### src/rtl/i2c_txn_sched.sv
// Round-robin two-requester register transaction scheduler for the I2C byte engine.
// Optional timeout/error path is built when I2C_TXN_SCHED_TIMEOUT_EN is defined.
module i2c_txn_sched #(
  parameter int TIMEOUT_CYC = 50000
) (
  input  logic       clk,
  input  logic       rst_n,
  input  logic       a_req,
  input  logic       a_rnw,
  input  logic [6:0] a_dev,
  input  logic [7:0] a_reg,
  input  logic [7:0] a_wdata,
  output logic       a_ack,
  output logic       a_err,
  input  logic       b_req,
  input  logic       b_rnw,
  input  logic [6:0] b_dev,
  input  logic [7:0] b_reg,
  input  logic [7:0] b_wdata,
  output logic       b_ack,
  output logic       b_err,
  output logic [7:0] rdata,
  output logic       busy,
  output logic       core_wr_req,
  output logic       core_rd_req,
  output logic [7:0] core_wr_data,
  input  logic [7:0] core_rd_data,
  input  logic       core_wr_done,
  input  logic       core_rd_done
);

  typedef enum logic [2:0] {IDLE, LOAD, DEV, REG, DATA, RDWAIT, FIN, GUARD} state_t;

  if (TIMEOUT_CYC < 2) begin : g_bad_timeout
    $error("TIMEOUT_CYC must be at least 2");
  end

  state_t     state, state_nxt;
  logic       wr_done_d, rd_done_d, wr_rise, rd_rise;
  logic       rnw_q, rnw_nxt, owner_q, owner_nxt, last_grant, last_nxt;
  logic [6:0] dev_q, dev_nxt;
  logic [7:0] reg_addr_q, reg_addr_nxt, wdata_q, wdata_nxt;
  logic       busy_nxt, wr_req_nxt, rd_req_nxt;
  logic [7:0] wr_data_nxt, rdata_nxt;
  logic       a_ack_nxt, b_ack_nxt, a_err_nxt, b_err_nxt;
  logic       fin_go, fin_err, to_hit;

  assign wr_rise = core_wr_done & ~wr_done_d;
  assign rd_rise = core_rd_done & ~rd_done_d;

`ifdef I2C_TXN_SCHED_TIMEOUT_EN
  localparam int CW = $clog2(TIMEOUT_CYC);
  logic [CW-1:0] tcnt;

  assign to_hit = (state inside {DEV, REG, DATA, RDWAIT}) && (tcnt == CW'(TIMEOUT_CYC - 1));

  // Wait counter restarts on every state change so each byte gets its own budget.
  always_ff @(posedge clk or negedge rst_n) begin
    if (!rst_n) begin
      tcnt <= '0;
    end else if (state_nxt != state) begin
      tcnt <= '0;
    end else if (state inside {DEV, REG, DATA, RDWAIT}) begin
      tcnt <= tcnt + 1'b1;
    end
  end
`else
  assign to_hit = 1'b0;
`endif

  always_comb begin
    state_nxt    = state;
    rnw_nxt      = rnw_q;
    dev_nxt      = dev_q;
    reg_addr_nxt = reg_addr_q;
    wdata_nxt    = wdata_q;
    owner_nxt    = owner_q;
    last_nxt     = last_grant;
    busy_nxt     = busy;
    wr_req_nxt   = core_wr_req;
    rd_req_nxt   = core_rd_req;
    wr_data_nxt  = core_wr_data;
    rdata_nxt    = rdata;
    fin_go       = 1'b0;
    fin_err      = 1'b0;
    case (state)
      IDLE: begin
        // last_grant=1 means B went last, so A wins a tie.
        if (a_req && (!b_req || last_grant)) begin
          rnw_nxt = a_rnw; dev_nxt = a_dev; reg_addr_nxt = a_reg; wdata_nxt = a_wdata;
          owner_nxt = 1'b0; last_nxt = 1'b0; busy_nxt = 1'b1; state_nxt = LOAD;
        end else if (b_req) begin
          rnw_nxt = b_rnw; dev_nxt = b_dev; reg_addr_nxt = b_reg; wdata_nxt = b_wdata;
          owner_nxt = 1'b1; last_nxt = 1'b1; busy_nxt = 1'b1; state_nxt = LOAD;
        end
      end
      LOAD: begin
        wr_data_nxt = {dev_q, 1'b0};
        wr_req_nxt  = ~rnw_q;
        rd_req_nxt  = rnw_q;
        state_nxt   = DEV;
      end
      DEV: begin
        if (wr_rise) begin
          wr_data_nxt = reg_addr_q;
          state_nxt   = REG;
        end else if (to_hit) begin
          fin_go = 1'b1; fin_err = 1'b1;
        end
      end
      REG: begin
        if (wr_rise) begin
          if (rnw_q) begin
            state_nxt = RDWAIT;
          end else begin
            wr_data_nxt = wdata_q;
            state_nxt   = DATA;
          end
        end else if (to_hit) begin
          fin_go = 1'b1; fin_err = 1'b1;
        end
      end
      DATA: begin
        if (wr_rise) fin_go = 1'b1;
        else if (to_hit) begin
          fin_go = 1'b1; fin_err = 1'b1;
        end
      end
      RDWAIT: begin
        if (rd_rise) begin
          rdata_nxt = core_rd_data;
          fin_go    = 1'b1;
        end else if (to_hit) begin
          fin_go = 1'b1; fin_err = 1'b1;
        end
      end
      FIN:     state_nxt = GUARD;
      GUARD: begin
        busy_nxt  = 1'b0;
        state_nxt = IDLE;
      end
      default: state_nxt = IDLE;
    endcase
    // Acks and dropped engine requests are registered on FIN entry, so they are visible during FIN.
    a_ack_nxt = fin_go & ~owner_q;
    b_ack_nxt = fin_go & owner_q;
    a_err_nxt = fin_go & fin_err & ~owner_q;
    b_err_nxt = fin_go & fin_err & owner_q;
    if (fin_go) begin
      state_nxt  = FIN;
      wr_req_nxt = 1'b0;
      rd_req_nxt = 1'b0;
    end
  end

  always_ff @(posedge clk or negedge rst_n) begin
    if (!rst_n) begin
      state        <= IDLE;
      wr_done_d    <= 1'b0;
      rd_done_d    <= 1'b0;
      rnw_q        <= 1'b0;
      dev_q        <= '0;
      reg_addr_q   <= '0;
      wdata_q      <= '0;
      owner_q      <= 1'b0;
      last_grant   <= 1'b1;
      busy         <= 1'b0;
      core_wr_req  <= 1'b0;
      core_rd_req  <= 1'b0;
      core_wr_data <= '0;
      rdata        <= '0;
      a_ack        <= 1'b0;
      b_ack        <= 1'b0;
      a_err        <= 1'b0;
      b_err        <= 1'b0;
    end else begin
      state        <= state_nxt;
      wr_done_d    <= core_wr_done;
      rd_done_d    <= core_rd_done;
      rnw_q        <= rnw_nxt;
      dev_q        <= dev_nxt;
      reg_addr_q   <= reg_addr_nxt;
      wdata_q      <= wdata_nxt;
      owner_q      <= owner_nxt;
      last_grant   <= last_nxt;
      busy         <= busy_nxt;
      core_wr_req  <= wr_req_nxt;
      core_rd_req  <= rd_req_nxt;
      core_wr_data <= wr_data_nxt;
      rdata        <= rdata_nxt;
      a_ack        <= a_ack_nxt;
      b_ack        <= b_ack_nxt;
      a_err        <= a_err_nxt;
      b_err        <= b_err_nxt;
    end
  end

endmodule

### config.mk
export PLATFORM = sky130hd
export DESIGN_NAME = i2c_txn_sched
export DESIGN_NICKNAME = d
export VERILOG_FILES = /design/src/rtl/i2c_txn_sched.sv
export SDC_FILE = /design/constraint.sdc
export NUM_CORES = 1
export LEC_CHECK = 0
export CORE_MARGIN = 2
export CORE_UTILIZATION = 30
export CTS_CLUSTER_DIAMETER = 80
export DETAILED_ROUTE_END_ITERATION = 8
export SYNTH_ARGS = -nofsm -noshare
export SYNTH_HDL_FRONTEND = slang
export SYNTH_SLANG_ARGS = --single-unit
export TNS_END_PERCENT = 10
### constraint.sdc
create_clock -name clk -period 2.45 [get_ports clk]
set_input_delay 0.49 -clock clk [delete_from_list [all_inputs] [get_ports clk]]
set_output_delay 0.49 -clock clk [all_outputs]
set_load 0.02 [all_outputs]
==> results.json, run 1 <==
{
  "cts_tree": "done",
  "cts_buffer_depth": 2,
  "io_buffers": 82,
  "crit_type": "reg2reg",
  "place_congestion": 0.756,
  "synthDistinctLibCells": 34,
  "row_count": 34,
  "ys_ff_latch": 52,
  "synth_flop_cell": "dfrtp_1",
  "hold_buffers": 0,
  "skew_ns": 0.00841,
  "fin_crit_sh": 0.760,
  "nNetsFinal": 399,
  "setup_ws_ns": 0.587,
  "async_flop_share": 1.00,
  "hpwl_um": 5300,
  "n_antenna_cell": 0,
  "hold_slack_ns": 0.273,
  "initial_core_util": 0.312,
  "routed_via_density": 5.06,
  "path_cells": "nor2b_1 > buf_4 > a31o_2 > mux2_2",
  "cp.required_ns": 2.65,
  "postCtsSetupBuffers": 0,
  "rsz0062_at_grt": "false",
  "synth-edff-count": 0,
  "die-area_mm2": 0.00990,
  "antenna_found_initial": 0,
  "reg2reg_depth": 4,
  "cts_made_buffers": 5,
  "grt_start_max_net_pins": 38,
  "cpMaxStageDelayCell": "dfrtp_1",
  "max_slew_margin": 0.444,
  "ctsResizeCount": 0,
  "die_x_um": 99.5,
  "hold_viol": 0,
  "h-tree-depth": 2,
  "ant_nets": 0,
  "synthCells": 262,
  "power_density_mw_per_mm2": 1120,
  "post_drt_wl_per_cell_um": 16.1,
  "fin_tns_setup_ns": 0,
  "drive_gt1_frac": 0.178,
  "pre_cts_ws_ns": 0.282,
  "grt_pass1_wl_um": 11800,
  "io_pins": 85,
  "crit_buf_inv": 1,
  "path_delay_family": "flip-flops",
  "ys_seq_area_frac": 0.476,
  "drc": 0,
  "worstPathArrival_ns": 2.06,
  "drt_iter0_markers": 127,
  "fp.dieH_um": 99.5,
  "ys_warn_count": 0,
  "tritoncts_num_sinks": 52,
  "r2r_slack_ns": 0.59,
  "netlist_area_mm2": 0.00274,
  "total_power_mw": 4.17,
  "crit_path_start_kind": "flop",
  "worst_pin_slew_ns": 0.834,
  "finalSetupViolations": 0,
  "p_leak_nw": 1.46,
  "area_growth_pct": 36.4,
  "dr.pass1.iters": 4,
  "outcome": "completed",
  "post-route-min-period_ns": 1.86,
  "critical_path.endpoint_type": "flop",
  "hp-class": "in2async",
  "core-area_mm2": 0.00876,
  "path_max_fanout": 14,
  "overflow": 0,
  "root_buffer": "clkbuf_8",
  "n_fill_cell": 892,
  "grtUsageTotal": 0.151,
  "multi_input_area_mm2": 0.00126,
  "rr_startpoint": "state[1]",
  "drv_cap": 0,
  "clk_pin_slew_ns": 0.09,
  "clock.fmax_ghz": 0.537,
  "drv_slew": 0,
  "ir_drop_v": 0.000481,
  "clk_latency_ns": 0.31,
  "drt-total-wl_um": 7190,
  "r2r_end": "core_wr_data[1]",
  "cpPeakStageDelay_ns": 0.67,
  "grt_pass1_vias": 2387,
  "layout.area.seq_mm2": 0.00130,
  "syn_area_per_cell_um2": 10.4,
  "vias": 2256
}
==> cells in the mapped netlist, types with 4 or more instances <==
library cell | n | share of area
a21oi_1 | 32 | 0.059
a31oi_1 | 25 | 0.057
buf_2 | 6 | 0.011
buf_6 | 6 | 0.025
clkbuf_1 | 13 | 0.018
dfrtp_1 | 51 | 0.47
inv_1 | 4 | 0.0055
mux2_2 | 30 | 0.12
nand2_1 | 9 | 0.012
nand3b_1 | 25 | 0.069
nor2b_1 | 4 | 0.0091
o21ai_0 | 27 | 0.049
==> report_power, final <==
| part | switching (mW) | leakage [nW] | internal [mW] |
|---|---|---|---|
| sequential | 0.290 | 0.605 | 1.26 |
| clock | 0.278 | 0.0552 | 0.303 |
| combinational | 0.976 | 0.797 | 1.06 |
==> layout make-up <==
type,instances,area share
flip-flops and latches,52,0.349
clock inverters,2,0.00939
clock buffers,6,0.0195
inverters,4,0.00402
well taps,108,0.0362
multi-input cells,180,0.339
repair buffers,94,0.243
==> worst max path at each step <==
stage                       from         endpoint  slack (ns)  cells after the start
floorplan                  a_req         dev_q[2]        0.89                      7
global placement    core_wr_done  core_wr_data[2]        0.31                      4
detailed placement  core_wr_done  core_wr_data[2]        0.28                      4
CTS                     state[1]  core_wr_data[1]        0.58                      4
global route            state[1]  core_wr_data[4]        0.49                      4
finish                  state[1]  core_wr_data[1]        0.59                      4
==> worst reg2reg max path: stages (launching register included) <==
cell and delay, ns:
dfrtp_1 0.67, nor2b_1 0.19, buf_4 0.19, a31o_2 0.33, mux2_2 0.37
==> metrics by stage <==
step	cell area (µm²)	util	cells
after detailed placement	3620	0.413	438
after floorplan	2740	-	263
after CTS	3730	0.426	446
after global placement	3620	0.413	438
final	3730	0.426	446
after global routing	3730	0.426	446
==> kinds of logic (layout without fill, tap and decap cells) <==
kind of cell,after synthesis,count (layout),synth area share
compound gates,93,93,0.193
simple gates,54,54,0.138
flops,52,52,0.476
mux,31,31,0.127
buf+inv,31,106,0.0645
other cells,1,2,0.00137
==> placed cells by master (no fill, tap or decap), drive strengths merged <==
master,n
or2,2
or3b,1
conb,2
mux2i,1
clkbuf,6
clkinv,1
o221ai,2
dfrtp,51
clkdlybuf4s50,81
nand3b,26
a21oi,32
a311oi,1
and2,1
o21ai,27
a211o,1
buf,13
a31o,1
mux2,30
nor2,2
nand2,9
nor3,2
inv,4
bufinv,1
a21o,1
and4,1
a211oi,2
dfstp,1
and4b,1
nor3b,3
a31oi,25
nand2b,2
nor2b,4
o21ba,1
==> metal layers <==
metal,global-route usage,part of all wire,vias up
met5,0,0,-
met4,0.0601,0.029,0
met3,0.0337,0.049,16
met2,0.248,0.48,78
met1,0.195,0.44,1058
li1,-,-,1104
==> flip-flops by register name, summed over array words and instances, names as in the netlist <==
signal,count
rnw_q,1
core_wr_req,1
wr_done_d,1
last_grant,1
core_wr_data,8
a_ack,1
rdata,8
b_ack,1
state,3
core_rd_req,1
owner_q,1
wdata_q,8
dev_q,7
rd_done_d,1
busy,1
reg_addr_q,8
Power figures use the tool's default switching activity.
==> inputs of run 2 (changes only) <==
- clock period: 2.45 -> 1.6 ns (I/O delays scaled with it)
==> run 2 against run 1 <==
  * Clock skew rose by 0.0020 ns
  * Sequential cell count unchanged
  * Setup slack worse by 0.54 ns
==> results.json, run 2 (synthesis results as in run 1) <==
{
  "outcome": "completed",
  "ant_nets": 0,
  "ir_drop_v": 0.000568,
  "post-route-min-period_ns": 1.55,
  "grt_start_max_net_pins": 30,
  "path_cells": "clkdlybuf4s50_1",
  "worstPathArrival_ns": 1.23,
  "die-area_mm2": 0.00990,
  "grt_pass1_vias": 2348,
  "path_depth": 1,
  "root_buffer": "clkbuf_8",
  "clock.fmax_ghz": 0.644,
  "initial_core_util": 0.312,
  "path_max_fanout": 1,
  "h-tree-depth": 2,
  "hold_viol": 0,
  "endpoint": "a_ack",
  "core-area_mm2": 0.00876,
  "power_density_mw_per_mm2": 1620,
  "final_area_mm2": 0.00387,
  "io_buffers": 82,
  "reg2reg_depth": 4,
  "rr_startpoint": "state[0]",
  "cp.required_ns": 1.28,
  "post_drt_wl_per_cell_um": 15.4,
  "n_antenna_cell": 0,
  "drv_slew": 0,
  "cts_made_buffers": 5,
  "skew_ns": 0.0105,
  "tritoncts_num_sinks": 52,
  "multi_input_area_mm2": 0.00128,
  "finalSetupViolations": 0,
  "drive_gt1_frac": 0.210,
  "setup_ws_ns": 0.0477,
  "place_congestion": 0.887,
  "n_fill_cell": 846,
  "grtUsageTotal": 0.147,
  "p_leak_nw": 1.65,
  "final_common_cell": "clkdlybuf4s50_1",
  "final_cell_mix": "clkdlybuf4s50_1 (61), dfrtp_1 (51), a21oi_1 (32), mux2_2 (30), o21ai_0 (27)",
  "hold_slack_ns": 0.495,
  "row_count": 34,
  "grt_pass1_wl_um": 11500,
  "cts_buffer_depth": 2,
  "hp-class": "in2async",
  "hpwl_um": 5360,
  "routed_via_density": 5.08,
  "area_growth_pct": 41.4,
  "overflow": 0,
  "drt-total-wl_um": 7120,
  "die_x_um": 99.5,
  "pre_cts_ws_ns": -0.282,
  "clk_latency_ns": 0.30,
  "crit_path_start_kind": "flop",
  "layout.area.seq_mm2": 0.00130,
  "r2r_end": "core_wr_data[3]",
  "dr.pass1.iters": 4,
  "fin_crit_sh": 0.970,
  "clk_pin_slew_ns": 0.09,
  "crit_path_start": "a_ack",
  "io_pins": 85,
  "crit_type": "reg2out",
  "path_delay_family": "buffers and inverters",
  "r2r_slack_ns": 0.07,
  "vias": 2341,
  "drc": 0,
  "cpPeakStageDelay_ns": 0.59,
  "critical_path.endpoint_type": "output port",
  "antenna_found_initial": 0,
  "crit_buf_inv": 1,
  "drv_cap": 0,
  "nNetsFinal": 414,
  "fp.dieH_um": 99.5,
  "rsz0062_at_grt": "false",
  "cts_tree": "done",
  "drt_iter0_markers": 101,
  "placed_area_mm2": 0.00377,
  "cpMaxStageDelayCell": "clkdlybuf4s50_1",
  "final_util": 0.441
}
## run 2: worst min-delay path by stage
stage / cells after the start / end / slack (ns) / startpoint
floorplan: 0 / a_ack / 0.02 / rst_n
global placement: 1 / owner_q / 0.31 / rst_n
detailed placement: 1 / core_wr_data[7] / 0.31 / rst_n
CTS: 2 / core_wr_data[7] / 0.51 / rst_n
global route: 1 / rdata[3] / 0.52 / rdata[3]
finish: 2 / state[1] / 0.50 / rst_n
## run 2: routing by layer
layer	GRT usage	routed length, µm
met1	0.191	3210
met2	0.249	3450
met3	0.0295	381
met4	0.0443	77
met5	0	0
## run 2: where the power goes
part           switching (mW)  internal [mW]
clock                   0.414          0.308
combinational            1.59           1.65
sequential              0.383           1.93
total                    2.39           3.88
## run 2: timing repair
| action | CTS | global route |
|---|---|---|
| hold buffers | 1 | 0 |
| setup endpoints to repair | 14 | 13 |
| gates resized for setup | 14 | 8 |
| hold endpoints to repair | 16 | 0 |
| setup buffers | 0 | 0 |
## run 2: cell type report
class / instances / share of cell area
flip-flops and latches: 52 / 0.337
multi-input cells: 180 / 0.330
repair buffers: 109 / 0.273
well taps: 108 / 0.0350
clock buffers: 7 / 0.0197
inverters: 4 / 0.00388
clock inverters: 1 / 0.00129
## run 2: worst register-to-register path: stages, from the launching register on
cell and delay, ns:
dfrtp_1 0.38, buf_12 0.16, mux2_2 0.36, mux2_2 0.26, mux2_2 0.25
## run 2: stage by stage
| stage | std cells | setup TNS [ns] | total power, mW |
|---|---|---|---|
| final | 461 | 0 | 6.27 |
| after global routing | 461 | 0 | 6.73 |
| after global placement | 452 | -4.50 | 5.66 |
| after CTS | 461 | 0 | 6.34 |
| after detailed placement | 452 | -5.44 | 5.71 |
| after floorplan | 263 | 0 | 4.46 |
